## src/rtl/button_debouncer.sv

```systemverilog
`timescale 1ns/1ps
// -----------------------------------------------------------------------------
// button_debouncer
// Conditions a raw, bouncing, asynchronous push-button for the operand/opcode
// load registers. The button is synchronised to clk with a two-flop
// synchroniser. A four-state FSM then filters contact bounce: a level change
// is accepted only after the synchronised input has stayed at the new value
// for DEBOUNCE_CYCLES consecutive samples while in a WAIT_* state.
//
// Ports
//   clk          in   system clock, all logic on the rising edge
//   reset        in   asynchronous active-low reset (0 = in reset)
//   btn_in       in   raw push-button, asynchronous to clk, may bounce
//   btn_level    out  debounced, registered button level
//   btn_pulse    out  one-cycle strobe on an accepted press (0->1)
//   btn_release  out  one-cycle strobe on an accepted release (1->0)
//   press_count  out  accepted presses modulo 2^PCNT_W (wraps silently)
// -----------------------------------------------------------------------------
module button_debouncer #(
    parameter int DEBOUNCE_CYCLES = 1000000,
    parameter int CNT_W           = 20,
    parameter int PCNT_W          = 8
) (
    input  logic              clk,
    input  logic              reset,
    input  logic              btn_in,
    output logic              btn_level,
    output logic              btn_pulse,
    output logic              btn_release,
    output logic [PCNT_W-1:0] press_count
);

    typedef enum logic [1:0] {
        IDLE_LOW  = 2'd0,
        WAIT_HIGH = 2'd1,
        PRESSED   = 2'd2,
        WAIT_LOW  = 2'd3
    } state_t;

    // Terminal value of the qualification counter; the counter never passes it.
    localparam logic [CNT_W-1:0] LP_CNT_LAST = CNT_W'(DEBOUNCE_CYCLES - 1);

    state_t            r_state;
    state_t            w_state_nxt;
    logic              r_sync1;
    logic              r_sync2;
    logic [CNT_W-1:0]  r_cnt;
    logic [CNT_W-1:0]  w_cnt_nxt;
    logic              w_cnt_done;
    logic              w_pulse_nxt;
    logic              w_release_nxt;
    logic              w_level_nxt;
    logic              r_level;
    logic              r_pulse;
    logic              r_release;
    logic [PCNT_W-1:0] r_press_cnt;

    assign w_cnt_done = (r_cnt == LP_CNT_LAST);

    // Two-flop synchroniser; only r_sync2 is seen by the FSM.
    always_ff @(posedge clk or negedge reset) begin
        if (!reset) begin
            r_sync1 <= 1'b0;
            r_sync2 <= 1'b0;
        end else begin
            r_sync1 <= btn_in;
            r_sync2 <= r_sync1;
        end
    end

    // FSM state and qualification counter registers.
    always_ff @(posedge clk or negedge reset) begin
        if (!reset) begin
            r_state <= IDLE_LOW;
            r_cnt   <= {CNT_W{1'b0}};
        end else begin
            r_state <= w_state_nxt;
            r_cnt   <= w_cnt_nxt;
        end
    end

    // Next-state, counter and strobe decode.
    always_comb begin
        w_state_nxt   = r_state;
        w_cnt_nxt     = {CNT_W{1'b0}};
        w_pulse_nxt   = 1'b0;
        w_release_nxt = 1'b0;
        case (r_state)
            IDLE_LOW: begin
                if (r_sync2) begin
                    w_state_nxt = WAIT_HIGH;
                end else begin
                    w_state_nxt = IDLE_LOW;
                end
            end
            WAIT_HIGH: begin
                if (!r_sync2) begin
                    // Bounce back to low: glitch rejected without a strobe.
                    w_state_nxt = IDLE_LOW;
                end else if (w_cnt_done) begin
                    w_state_nxt = PRESSED;
                    w_pulse_nxt = 1'b1;
                end else begin
                    w_cnt_nxt = r_cnt + CNT_W'(1);
                end
            end
            PRESSED: begin
                if (!r_sync2) begin
                    w_state_nxt = WAIT_LOW;
                end else begin
                    w_state_nxt = PRESSED;
                end
            end
            WAIT_LOW: begin
                if (r_sync2) begin
                    w_state_nxt = PRESSED;
                end else if (w_cnt_done) begin
                    w_state_nxt   = IDLE_LOW;
                    w_release_nxt = 1'b1;
                end else begin
                    w_cnt_nxt = r_cnt + CNT_W'(1);
                end
            end
            default: begin
                w_state_nxt = IDLE_LOW;
            end
        endcase
    end

    // Level follows the state being entered so it changes on the same edge
    // as the strobe rather than one cycle later.
    assign w_level_nxt = (w_state_nxt == PRESSED) || (w_state_nxt == WAIT_LOW);

    // Registered outputs and wrapping press counter.
    always_ff @(posedge clk or negedge reset) begin
        if (!reset) begin
            r_level     <= 1'b0;
            r_pulse     <= 1'b0;
            r_release   <= 1'b0;
            r_press_cnt <= {PCNT_W{1'b0}};
        end else begin
            r_level   <= w_level_nxt;
            r_pulse   <= w_pulse_nxt;
            r_release <= w_release_nxt;
            if (w_pulse_nxt) begin
                r_press_cnt <= r_press_cnt + PCNT_W'(1);
            end else begin
                r_press_cnt <= r_press_cnt;
            end
        end
    end

    assign btn_level   = r_level;
    assign btn_pulse   = r_pulse;
    assign btn_release = r_release;
    assign press_count = r_press_cnt;

endmodule
```

## config.mk

```make
export PLATFORM = sky130hd
export DESIGN_NAME = button_debouncer
export DESIGN_NICKNAME = d
export VERILOG_FILES = /design/src/rtl/button_debouncer.sv
export SDC_FILE = /design/constraint.sdc
export NUM_CORES = 1
export LEC_CHECK = 0
export CAP_MARGIN = 20
export CORE_ASPECT_RATIO = 1.75
export CORE_MARGIN = 3
export CORE_UTILIZATION = 40
export CTS_BUF_LIST = sky130_fd_sc_hd__clkbuf_8
export CTS_CLUSTER_SIZE = 40
export DETAILED_ROUTE_END_ITERATION = 8
export GPL_ROUTABILITY_DRIVEN = 0
export GPL_TIMING_DRIVEN = 1
export PLACE_DENSITY = 0.67
export SYNTH_ARGS = -nofsm -noshare
export SYNTH_HDL_FRONTEND = slang
export SYNTH_SLANG_ARGS = --single-unit
```

## constraint.sdc

```tcl
create_clock -name clk -period 2.8 [get_ports clk]
set_clock_uncertainty 0.2 [all_clocks]
set_input_delay 0.56 -clock clk [delete_from_list [all_inputs] [get_ports clk]]
set_output_delay 0.56 -clock clk [all_outputs]
set_load 0.05 [all_outputs]
```

== Yosys cells after proc, flatten, opt, wreduce, memory -nomap -nowiden ==
Index checks and enable logic that the tools add are counted.

* Logic and storage cells: 34
* Bits of input ports: 3
* Bits in registers: 35

* Reduce and logical (&&, ||, !) cells: 2
* Equality and inequality tests: 6
* Multiplexer cells: 16
* Add/subtract/negate cells: 2

{| class="wikitable"
|+ Operators with widths
! cell !! number
|-
| $mux 20 || 3
|-
| $pmux 20 s2 || 1
|-
| $add 20x1->20 const B || 1
|-
| $eq 20x20->1 const B || 1
|-
| $add 8x1->8 const B || 1
|-
| $eq 2x2->1 const B || 4
|-
| $mux 2 || 4
|-
| $pmux 2 s4 || 1
|-
| $mux 1 || 7
|-
| $eq 2x1->1 const B || 1
|-
| $logic_not 2->1 || 1
|-
| $logic_or 1x1->1 || 1
|}

== Depth between registers and ports, before layout ==
Gate-level depths: netlist of the first run.

* Word-level depth: 6
* Depth in mapped cells: 7
* Gate-level depth less buffers: 5

== Worst setup path before layout of the first run ==
No wires, ideal clock.

* Path type: register to register
* Start: register r_cnt[7]
* End: register r_level (netlist: btn_level)
* Path slack: 0.504 ns
* Arrival: 1.971 ns
* Path buffers: 0
* Required time: 2.475 ns
* Cell stages (with the launch flop): 5
* Cells stage by stage: dfrtp_1 or4b_1 or4_4 nor3_1 mux2_2

* Cells in the longest elaborated chain, start to end: 6
* Elaborated cells on any way between the ends: 9
* Those cells by class: eq/ne (3); mux (5); reduce/logical (1)

{| class="wikitable"
|+ Ends and longest elaborated chain
! item !! line !! RTL
|-
| start, declared || 47 || <nowiki>logic [CNT_W-1:0] r_cnt;</nowiki>
|-
| start signal, assigned || 75 || <nowiki>r_cnt <= {CNT_W{1'b0}};</nowiki>
|-
| start signal, assigned || 78 || <nowiki>r_cnt <= w_cnt_nxt;</nowiki>
|-
| $eq 20x20->1 (*) || 58 || <nowiki>assign w_cnt_done = (r_cnt == LP_CNT_LAST);</nowiki>
|-
| $mux 2, on equally long branches || 117, 100 ||
|-
| $mux 2, on equally long branches || 115, 97 ||
|-
| $pmux 2 s4 (*) || 88 || <nowiki>case (r_state)</nowiki>
|-
| $eq 2x2->1 || 132 || <nowiki>assign w_level_nxt = (w_state_nxt == PRESSED) || (w_state_nxt == WAIT_LOW);</nowiki>
|-
| $logic_or 1x1->1 (*) || 132 ||
|-
| net w_level_nxt || 52 || <nowiki>logic w_level_nxt;</nowiki>
|-
| end signal, assigned || 142 || <nowiki>r_level <= w_level_nxt;</nowiki>
|-
| end, declared || 53 || <nowiki>logic r_level;</nowiki>
|}

Mark *: on every way through the listed nets, which the timed path passes. The rest lies on a longest branch.
A chain may end at the register's enable or synchronous reset.

== Final worst setup path of the first run ==
* Start: register r_cnt[7]
* End: register r_state[1]

* Cells in the longest elaborated chain, start to end: 4
* Elaborated cells on any way between the ends: 6
* Those cells by class: eq/ne (1); mux (5)

{| class="wikitable"
|+ Ends and longest elaborated chain
! item !! line !! RTL
|-
| $eq 20x20->1 (*) || 58 ||
|-
| $mux 2, on equally long branches || 117, 100 ||
|-
| $mux 2, on equally long branches || 115, 97 ||
|-
| $pmux 2 s4 (*) || 88 ||
|-
| net w_state_nxt[1] || 44 || <nowiki>state_t w_state_nxt;</nowiki>
|-
| end signal, assigned || 77 || <nowiki>r_state <= w_state_nxt;</nowiki>
|-
| end, declared || 43 || <nowiki>state_t r_state;</nowiki>
|}

Marks and branches as above.

==> results of run 1 <==
-- power by group --
| group | internal (uW) | leakage [uW] | switching [uW] |
|---|---|---|---|
| combinational | 7.57 | 0.000301 | 17.7 |
| sequential | 509 | 0.000481 | 3.62 |
| clock | 173 | 0.0000402 | 185 |
| total | 689 | 0.000822 | 206 |
-- cell families (layout without fill, tap and decap cells) --
group                    Yosys count  in the layout  synth area share
multiplexers                       3              3            0.0202
AND/OR/NAND/NOR                   72             72             0.258
buffers and inverters             10             29            0.0284
flip-flops                        35             35             0.524
AO/OA/AOI/OAI                     14             14            0.0501
adder cells (fa/ha/maj)            2              2            0.0150
XOR/XNOR                          20             20             0.105
-- worst max path at each step --
stage                 end      from  cells past startpoint
5_1_grt        r_state[1]  r_cnt[7]                      4
3_5_place_dp   r_state[1]  r_cnt[7]                      4
2_1_floorplan   btn_level  r_cnt[7]                      4
4_1_cts        r_state[1]  r_cnt[7]                      4
3_3_place_gp   r_state[1]  r_cnt[7]                      4
6_report       r_state[1]  r_cnt[7]                      4
-- cell usage after synthesis --
cell	number
buf_2	2
buf_6	1
xnor2_1	9
or4_1	3
nand2_1	8
inv_1	5
nor3_2	1
nor3_1	7
or4_4	1
nand3b_1	1
o211ai_2	1
nor4_1	2
nand3_1	9
or3_1	5
o21ai_0	5
and3_1	3
and4_1	2
or4b_1	1
a21oi_1	6
clkbuf_1	1
nand2b_1	1
nor2_1	17
buf_1	1
ha_1	2
o31ai_1	1
dfrtp_1	35
and3b_1	1
nor4_4	2
o31a_1	1
nand4_1	6
xor2_1	11
nor4_2	1
nor4b_1	1
mux2_2	3
-- per-stage QoR --
stage                     instance area (um^2)  hold WS [ns]   util  cells  power, uW
after floorplan                           1670        0.0644      -    156        532
after global placement                    1860         0.133  0.471    215        548
after detailed placement                  1860         0.144  0.471    215        549
after CTS                                 1950         0.160  0.494    223        912
after global routing                      1950         0.171  0.494    223        944
final                                     1950         0.157  0.494    223        896
-- area by class of cell --
cell class / instances / area [um^2]
Fill cell: 379 / 2000
Inverter: 5 / 18.8
Clock buffer: 5 / 68.8
Clock inverter: 3 / 20.0
Multi-Input combinational cell: 111 / 749
Tap cell: 48 / 60.1
Sequential cell: 35 / 876
Timing Repair Buffer: 16 / 153
-- routing by layer --
| metal | track usage | up-vias | wire [um] |
|---|---|---|---|
| li1 | - | 586 | - |
| met1 | 0.161 | 608 | 1140 |
| met2 | 0.266 | 17 | 1810 |
| met3 | 0.0394 | 8 | 93 |
| met4 | 0.0707 | 0 | 85 |
| met5 | 0 | - | 0 |
-- registers in the layout, indices dropped and copies added (netlist names) --
name,cells
btn_pulse,1
r_sync2,1
btn_release,1
r_sync1,1
r_cnt,20
btn_level,1
press_count,8
r_state,2
-- critical path: stages, from the launching register on --
cell and delay (ns):
dfrtp_1 0.44, or4b_1 0.54, or4_4 0.55, nor3_1 0.33, mux2_2 0.38
==> qor.csv, run 1 <==
metric,value,unit
path_max_fanout,12,
clkLatencyLatePin,0.29,ns
tns,0,ns
cts-buffers-inserted,5,
finalCriticalPeriod,2.55,ns
vias,1219,
area_growth_syn_to_layout,16.3,%
grt_remaining_overflow,0,
ys_seq_elements,35,
clockRootBuffer,clkbuf_8,
cts.sinks,35,
drt-initial-drc-count,28,
final_common_cell,dfrtp_1,
r2r_setup_slack,0.25,ns
ios,14,
clock_path_buffers,2,
yosysTopAreaCell,dfrtp_1,
first_global_vias,1264,
antenna_found_initial,0,
vdd_drop_max,0.326,mV
place_hpwl,2320,um
drv_cap,0,
die_w,54.9,um
grt_start_max_net_pins,36,
worst_slack,0.254,ns
min_path_cells,0,
worstHoldPathType,reg -> reg,
hold_buffers,0,
tightest_slew,0.502,ns
syn_avg_cell_area,10.7,um^2
reg2regPathDepth,4,
maxSlewHeadroom,0.664,
grt_pass1_wl,5670,um
nets,179,
leakage,0.000822,uW
crit_type,reg -> reg,
min-delay-start,r_sync1,
synth_top_area_share,0.524,
maxSlewViolCount,0,
preCtsSetupSlack,0.261,ns
cts.reportedPaths.clkPinSlew,0.07,ns
fmax,393,MHz
fp.dieH,91.6,um
cts_setup_buffers,0,
dieArea,0.00502,mm^2
drive_above_1_share,0.114,
synth_cells,156,
drcViolationCount,0,
via_per_inst,5.47,
fin_crit_sh,0.909,
outcome,"finished, final reports clean",
io_buffers,13,
cts_resized,0,
hold_viol,0,
whs_endpoint,r_sync2,
cp.arrival,2.52,ns
power_per_cell_area,460,mW/mm^2
syn_area,0.00167,mm^2
ant_nets,0,
yosysSeqAreaShare,0.524,
syn_nets,161,
required,2.77,ns
grt_setup_unrepaired,false,
reg2reg_to,r_state[1],
antenna_cells,0,
ys_top_cells_by_area,"dfrtp_1 (52%), xor2_1 (5.8%), xnor2_1 (4.7%), nor2_1 (3.8%), nand3_1 (2.7%)",
r2r-start,r_cnt[7],
yosysUniqueCellTypes,34,
start_kind,register,
cp-end-kind,register,
fp-row-count,30,
final_cell_mix,"dfrtp_1 (35), nor2_1 (17), clkdlybuf4s50_1 (13), xor2_1 (11)",
coreArea,0.00394,mm^2
routedWlPerCell,14.0,um
grt_use_total,0.153,
htreeDepth,2,
cts_tree,yes,
setup_viol,0,
start_util,0.424,
yosys_warnings,0,
drt-total-wl,3120,um
first_pass_iters,4,
Power figures use the tool's default switching activity.
==> inputs of run 2 (changes only) <==
--- a/config.mk
+++ b/config.mk
@@ -14,7 +14,6 @@
 export DETAILED_ROUTE_END_ITERATION = 8
 export GPL_ROUTABILITY_DRIVEN = 0
 export GPL_TIMING_DRIVEN = 1
-export PLACE_DENSITY = 0.67
 export SYNTH_ARGS = -nofsm -noshare
 export SYNTH_HDL_FRONTEND = slang
 export SYNTH_SLANG_ARGS = --single-unit
==> run 2 against run 1 <==
  * Cell count did not move
  * Register-to-register slack better by 0.04 ns
  * Die area stayed put
  * Hold slack got worse by 0.0061 ns
  * Sequential share of layout area up 0.17 points
  * Utilization down 0.19 points
  * Highest routed layer unchanged
==> qor.csv, run 2 (same netlist as run 1, synthesis figures left out) <==
metric,value,unit,change
outcome,"finished, final reports clean",,
coreArea,0.00394,mm^2,unchanged
cp_top_family,simple AND/OR/NAND/NOR gates,,
fin_crit_sh,0.894,,-0.0155
grt_setup_unrepaired,false,,
largest_register_ffs,20,,unchanged
cts.sinks,35,,unchanged
crit_path_cell_trace,or4b_1 > or4_4 > nor3_1 > mux2_2,,
area_growth_syn_to_layout,15.9,%,
final_common_cell,dfrtp_1,,
setup_viol,0,,unchanged
reg2regPathDepth,4,,unchanged
cts_setup_buffers,0,,unchanged
htreeDepth,2,,unchanged
preCtsSetupSlack,0.287,ns,+0.0260 ns
largest_register,r_cnt,,
hold_buffers,0,,unchanged
crit_type,reg -> reg,,
cts.reportedPaths.clkPinSlew,0.07,ns,about the same
drv_cap,0,,unchanged
first_pass_iters,4,,unchanged
clkLatencyLatePin,0.28,ns,about the same
fmax,400,MHz,+1.7%
path_max_fanout,12,,unchanged
worstHoldPathType,reg -> reg,,
reg2reg_to,btn_level,,
required,2.77,ns,about the same
clockRootBuffer,clkbuf_8,,
maxSlewHeadroom,0.667,,+0.00293
dpl.cell_count,215,,unchanged
fin_area,0.00194,mm^2,-0.39%
fp-row-count,30,,unchanged
drive_above_1_share,0.103,,-0.0114
place_hpwl,2380,um,+2.8%
path_buf_inv,0,,unchanged
r2r_setup_slack,0.30,ns,+0.04 ns
antenna_found_initial,0,,unchanged
place_area,0.00186,mm^2,unchanged
start_util,0.424,,unchanged
antenna_cells,0,,unchanged
min_path_cells,0,,unchanged
cp.arrival,2.47,ns,-0.05 ns
drcViolationCount,0,,unchanged
min-delay-start,r_sync1,,
power_per_cell_area,449,mW/mm^2,-2.4%
worst_slack,0.298,ns,+0.0433 ns
start_kind,register,,
ios,14,,unchanged
fp.dieH,91.6,um,unchanged
io_buffers,13,,unchanged
final_cell_mix,"dfrtp_1 (35), nor2_1 (17), clkdlybuf4s50_1 (13), xor2_1 (11)",,
cts_tree,yes,,
cpPeakStageDelay,0.55,ns,about the same
grt_pass1_wl,5540,um,-2.3%
cts-buffers-inserted,5,,unchanged
vias,1211,,-0.66%
drt-total-wl,3220,um,+3.0%
hold_viol,0,,unchanged
via_per_inst,5.43,,-0.66%
cp.depth,4,,unchanged
grt_start_max_net_pins,36,,unchanged
ant_nets,0,,unchanged
routedWlPerCell,14.4,um,+3.0%
finalCriticalPeriod,2.50,ns,-0.0433 ns
dieArea,0.00502,mm^2,unchanged
r2r-start,r_cnt[7],,
grt_remaining_overflow,0,,unchanged
maxSlewViolCount,0,,unchanged
clock_path_buffers,2,,unchanged
whs_endpoint,r_sync2,,
tightest_slew,0.497,ns,-0.00439 ns
nets,179,,unchanged
drt-initial-drc-count,25,,-11%
grt_use_total,0.149,,-0.00422
leakage,0.000832,uW,+1.3%
cp_slowest_cell,or4_4,,
fin_util,0.492,,-0.00190
first_global_vias,1246,,-1.4%
die_w,54.9,um,unchanged
cp-end-kind,register,,
cts_resized,0,,unchanged
tns,0,ns,unchanged
layoutNonFillerInstCount,223,,unchanged
vdd_drop_max,0.350,mV,+7.4%
==> run 2: cell count changes in the layout (fill, tap and decap cells not counted), sizes merged <==
cell and change:
inv +2, clkinvlp -2
==> run 2: cell type report <==
cell class	count	area (um^2)
clock inverter	3	12.5
fill	369	2000
timing repair buffer	16	153
multi-input combinational	111	749
tap	48	60.1
clock buffer	5	68.8
sequential	35	876
inverter	5	18.8
==> run 2: worst max-delay path by stage <==
stage               startpoint   endpoint  slack [ns]
CTS                   r_cnt[7]  btn_level        0.28
finish                r_cnt[7]  btn_level        0.30
global route          r_cnt[0]  btn_level        0.17
global placement      r_cnt[7]  btn_level        0.34
floorplan             r_cnt[7]  btn_level        0.50
detailed placement    r_cnt[7]  btn_level        0.29
==> run 2: worst register-to-register path: stages (launching register included) <==
cell and delay (ns):
dfrtp_1 0.43, or4b_1 0.53, or4_4 0.55, nor3_1 0.30, mux2_2 0.38
==> run 2: where the power goes <==
part / internal [uW] / switching [uW] / leakage [uW] / total [uW]
logic: 7.65 / 18.3 / 0.000301 / 25.9
clock network: 167 / 165 / 0.0000505 / 332
registers: 509 / 3.72 / 0.000481 / 513
total: 684 / 187 / 0.000832 / 871
==> run 2: through the flow <==
stage	hold WS, ns	power (uW)
3_3_place_gp	0.132	548
5_1_grt	0.157	918
6_report	0.151	871
2_1_floorplan	0.0644	532
4_1_cts	0.154	890
3_5_place_dp	0.139	550
==> run 2: routing by layer <==
| metal | vias to the layer above | track usage | part of all wire |
|---|---|---|---|
| li1 | 586 | - | - |
| met1 | 591 | 0.172 | 0.39 |
| met2 | 30 | 0.245 | 0.56 |
| met3 | 4 | 0.0394 | 0.034 |
| met4 | 0 | 0.0644 | 0.014 |
| met5 | - | 0 | 0 |
==> patch 1 (settings of run 1) <==
The parameter `CNT_W` goes from 20 to 24.
--- a/src/rtl/button_debouncer.sv
+++ b/src/rtl/button_debouncer.sv
@@ -20,3 +20,3 @@
     parameter int DEBOUNCE_CYCLES = 1000000,
-    parameter int CNT_W           = 20,
+    parameter int CNT_W           = 24,
     parameter int PCNT_W          = 8
Check against the original RTL: same outputs for any inputs over 10 cycles, from zero or initial values and one cycle with reset low; that may be too few to reach the edited logic, so the function may still have changed.
==> patch 1 against run 1 <==
  * Sequential cell count up 4
  * Routed wire length up 24%
  * Worst setup slack better by 110 ps
  * Synthesized cell count up 18%
  * Total power up 28%
  * Non-clock buffer count unchanged
  * Final area up 12%
  * Synthesized area up 12%
==> patch 1: results (changes against run 1) <==
[outcome]
status=completed

[drt]
wl_met2_mm=2.11  ; +17%
met3WireLength_um=123  ; +32%
via_per_inst=5.61  ; +2.6%
wl_per_cell_um=15.3  ; +8.9%
drt_wl_total_mm=3.88  ; +24%

[synthesis]
ys_seq_area_share_pct=52.1  ; -0.22 points
syn_nets=189  ; +17%
yosys-top-cells-count=dfrtp_1, nor2_1, xor2_1
avgSynthCellArea_um2=10.2  ; -5.1%
ys_top_cells_by_area=dfrtp_1, xor2_1, nor2_1

[sta]
tightestPinTransition_ps=891  ; +389 ps

[final_layout]
largest_reg_flops=24  ; +20%
drive_above_1_share_pct=8.87  ; -2.6 points
nets=207  ; +16%

[global_routing]
grt_max_degree=40  ; +11%
grt_usage_pct=15.4  ; +0.031 points
grtUsageMet3_pct=2.93  ; -1.0 points
grt_use_met1_pct=17.3  ; +1.2 points
use_met2_pct=27.6  ; +1.1 points

[placed_design]
dp_worst_setup_slack_ps=379  ; +118 ps
place_area_um2=2050  ; +11%
post-dp-hpwl_mm=2.75  ; +19%

[power_and_ir_drop]
vdd_drop_max_mv=0.366  ; +12%
p_leak_uw=0.000912  ; +11%

[worst_setup_path]
critPathSlowestCell=nor4b_1
critPathMaxStageDelay_ps=590  ; +40 ps

patch 1: cell types whose count changed after synthesis, moves of 3 or more:
| cell | delta |
|---|---|
| and2_1 | +3 |
| nor4_1 | +6 |
| dfrtp_1 | +4 |
| nand2_1 | +4 |
| a21oi_1 | +4 |
patch 1: cell type report:
cell class                      instances  area (um2)
Tap cell                               51        63.8
Sequential cell                        39         976
Clock inverter                          3        67.6
Multi-Input combinational cell        134         842
Timing Repair Buffer                   16         148
Fill cell                             416        2260
Clock buffer                            5        68.8
Inverter                                6        22.5
patch 1: worst paths after layout:
kind / start / endpoint / slack (ps) / depth (start not counted)
setup / recovery: r_cnt[10] / press_count[1] / 370 / 4
hold / removal: r_sync1 / r_sync2 / 160 / 0
min in group asynchronous: reset / btn_pulse / 190 / 1
setup reg to reg: r_cnt[10] / press_count[1] / 370 / 4
hold reg to reg: r_sync1 / r_sync2 / 160 / 0
max in group asynchronous: reset / r_cnt[16] / 1660 / 1
patch 1: cell families (layout without fill, tap and decap cells):
family	Yosys count	after routing	synth area share (%)
muxes	3	3	1.80
xor gates and xnor gates	20	20	9.36
AOI/OAI and AO/OA	21	21	6.28
adders and majority gates	2	2	1.34
and+or+nand+nor	88	88	26.2
buffers and inverters	11	30	2.87
DFF	39	39	52.1
patch 1: where the power goes:
group / total, uW / internal (uW) / leakage (uW) / switching [uW]
clock: 555 / 355 / 0.0000644 / 199
sequential: 569 / 566 / 0.000537 / 2.67
combinational: 26.3 / 6.86 / 0.000310 / 19.4
total: 1150 / 928 / 0.000912 / 221
patch 1: worst reg2reg max path, stage by stage (launching register included):
cell and delay, ps:
dfrtp_1 440, nor4b_1 590, nand4_1 410, nor2_1 320, mux2_2 360
==> patch 2 (config.mk and constraints of run 1) <==
Made on the original files. The 4 states of `state_t` get a one-hot encoding in 4 bits.
--- a/src/rtl/button_debouncer.sv
+++ b/src/rtl/button_debouncer.sv
@@ -32,7 +32,7 @@
 
-    typedef enum logic [1:0] {
-        IDLE_LOW  = 2'd0,
-        WAIT_HIGH = 2'd1,
-        PRESSED   = 2'd2,
-        WAIT_LOW  = 2'd3
+    typedef enum logic [3:0] {
+        IDLE_LOW  = 4'b0001,
+        WAIT_HIGH = 4'b0010,
+        PRESSED   = 4'b0100,
+        WAIT_LOW  = 4'b1000
     } state_t;
Behaviour: no difference found for any inputs over 10 cycles, from zero or initial values and one cycle with reset low; not proved beyond that.
==> patch 2 against run 1 <==
  * Maximum frequency down 0.92%
  * Routed wire length grew 26%
  * Final area is 8.8% higher
  * Hold slack lost 2.9 ps
  * Sequential share of layout area fell by 1.2 points
  * Total power increased by 4.7%
  * Worst setup slack worse by 24 ps
  * Sequential cell count grew 2
  * Critical endpoint is now press_count[1]
  * Synthesized area increased by 11%
==> patch 2: results (changes against run 1) <==
[outcome]
status=completed

[clock_tree]
cts_resized=0  ; unchanged
clkTransAtPathRegs_ps=70  ; about the same

[synthesis]
yosys-top-cells-count=dfrtp_1, nor2_1, a21oi_1
ys_seq_area_share_pct=50.1  ; -2.3 points
syn_nets=186  ; +16%
ys.warnings.count=0  ; unchanged
ys_top_cells_by_area=dfrtp_1, xor2_1, a21oi_1
async_reset_ff_share_pct=100  ; unchanged
yosysUniqueCellTypes=45  ; +32%

[final_layout]
multi_input_area_um2=872  ; +16%
drive_above_1_share_pct=9.50  ; -1.9 points
signal_buffers=17  ; +1
seq_share_pct=43.8  ; -1.2 points
seq_cells=37  ; +5.7%
final-nonclk-buf-share_pct=7.33  ; -0.52 points
fillerInstances=406  ; +7.1%
final-clk-cell-share_pct=3.78  ; -0.78 points
nets=204  ; +14%
num-multi-input-gates=133  ; +20%
largest_reg_flops=20  ; unchanged
inverters=5  ; unchanged

[global_routing]
grt_pass1_vias=1461  ; +16%
grt_max_degree=38  ; +5.6%
grt_usage_pct=16.0  ; +0.70 points
grt_pass1_wl_mm=6.82  ; +20%

[power_and_ir_drop]
p_seq_uw=558  ; +9.0%
switching_share_pct=23.0  ; -0.088 points
combPwrFrac_pct=4.3  ; +1.5 points
p_leak_uw=0.000854  ; +3.8%
vdd_drop_max_mv=0.319  ; -2.2%

[sta]
maxSlewHeadroom_pct=45.9  ; -21 points
holdWs_ps=154  ; -2.87 ps

[placed_design]
post-dp-hpwl_mm=2.87  ; +24%

[hold_path]
min_path_cells=0  ; unchanged

[drt]
via_per_inst=5.67  ; +3.7%
drt_wl_total_mm=3.94  ; +26%
drtIter0Drc=47  ; +68%

[worst_setup_path]
rrSetupSlack_ps=230  ; -20 ps
crit_arrival_ps=2540  ; +20 ps
r2r-end=press_count[1]
startpoint=r_cnt[6]

-- patch 2: cell types whose count changed after synthesis, moves of 3 or more --
cell,change
xnor2_1,-3
nand4_1,+3
nand4b_1,+3
a21oi_1,+6
mux2_2,-3
clkbuf_1,+3
nor2_1,-3
-- patch 2: per-layer routing --
layer / track usage, % / wire (um)
met3: 2.82 / 122
met1: 17.4 / 1610
met2: 29.1 / 2080
met4: 8.32 / 125
met5: 0 / 0
-- patch 2: how the worst max path moves through the flow --
stage | end | slack (ps) | depth (start not counted)
after floorplan | press_count[1] | 400 | 4
after global placement | press_count[1] | 270 | 4
after detailed placement | press_count[1] | 250 | 4
after CTS | press_count[1] | 240 | 4
after global routing | press_count[1] | 180 | 4
final | press_count[1] | 230 | 4
-- patch 2: metrics by stage --
stage / setup slack, ps / power, uW / util, % / instances / cell area, um2
floorplan: 398 / 584 / - / 181 / 1850
global placement: 266 / 607 / 45.8 / 243 / 2040
detailed placement: 246 / 607 / 45.8 / 243 / 2040
CTS: 237 / 952 / 47.6 / 251 / 2120
global route: 176 / 982 / 47.6 / 251 / 2120
finish: 231 / 938 / 47.6 / 251 / 2120
-- patch 2: worst max-delay path: stages (launching register included) --
cell	delay, ps
dfrtp_1	430
or4b_1	550
or4_4	650
or2_1	310
mux2_4	310
-- patch 2: cells by family (layout without fill, tap and decap cells) --
group / after synthesis / in the layout / synth area share (%)
xor+xnor: 17 / 17 / 8.04
fa+ha+maj: 2 / 2 / 1.35
simple gates: 85 / 85 / 27.5
mux: 1 / 1 / 0.811
buf+inv: 11 / 30 / 2.84
compound gates: 28 / 28 / 9.39
flops: 37 / 37 / 50.1
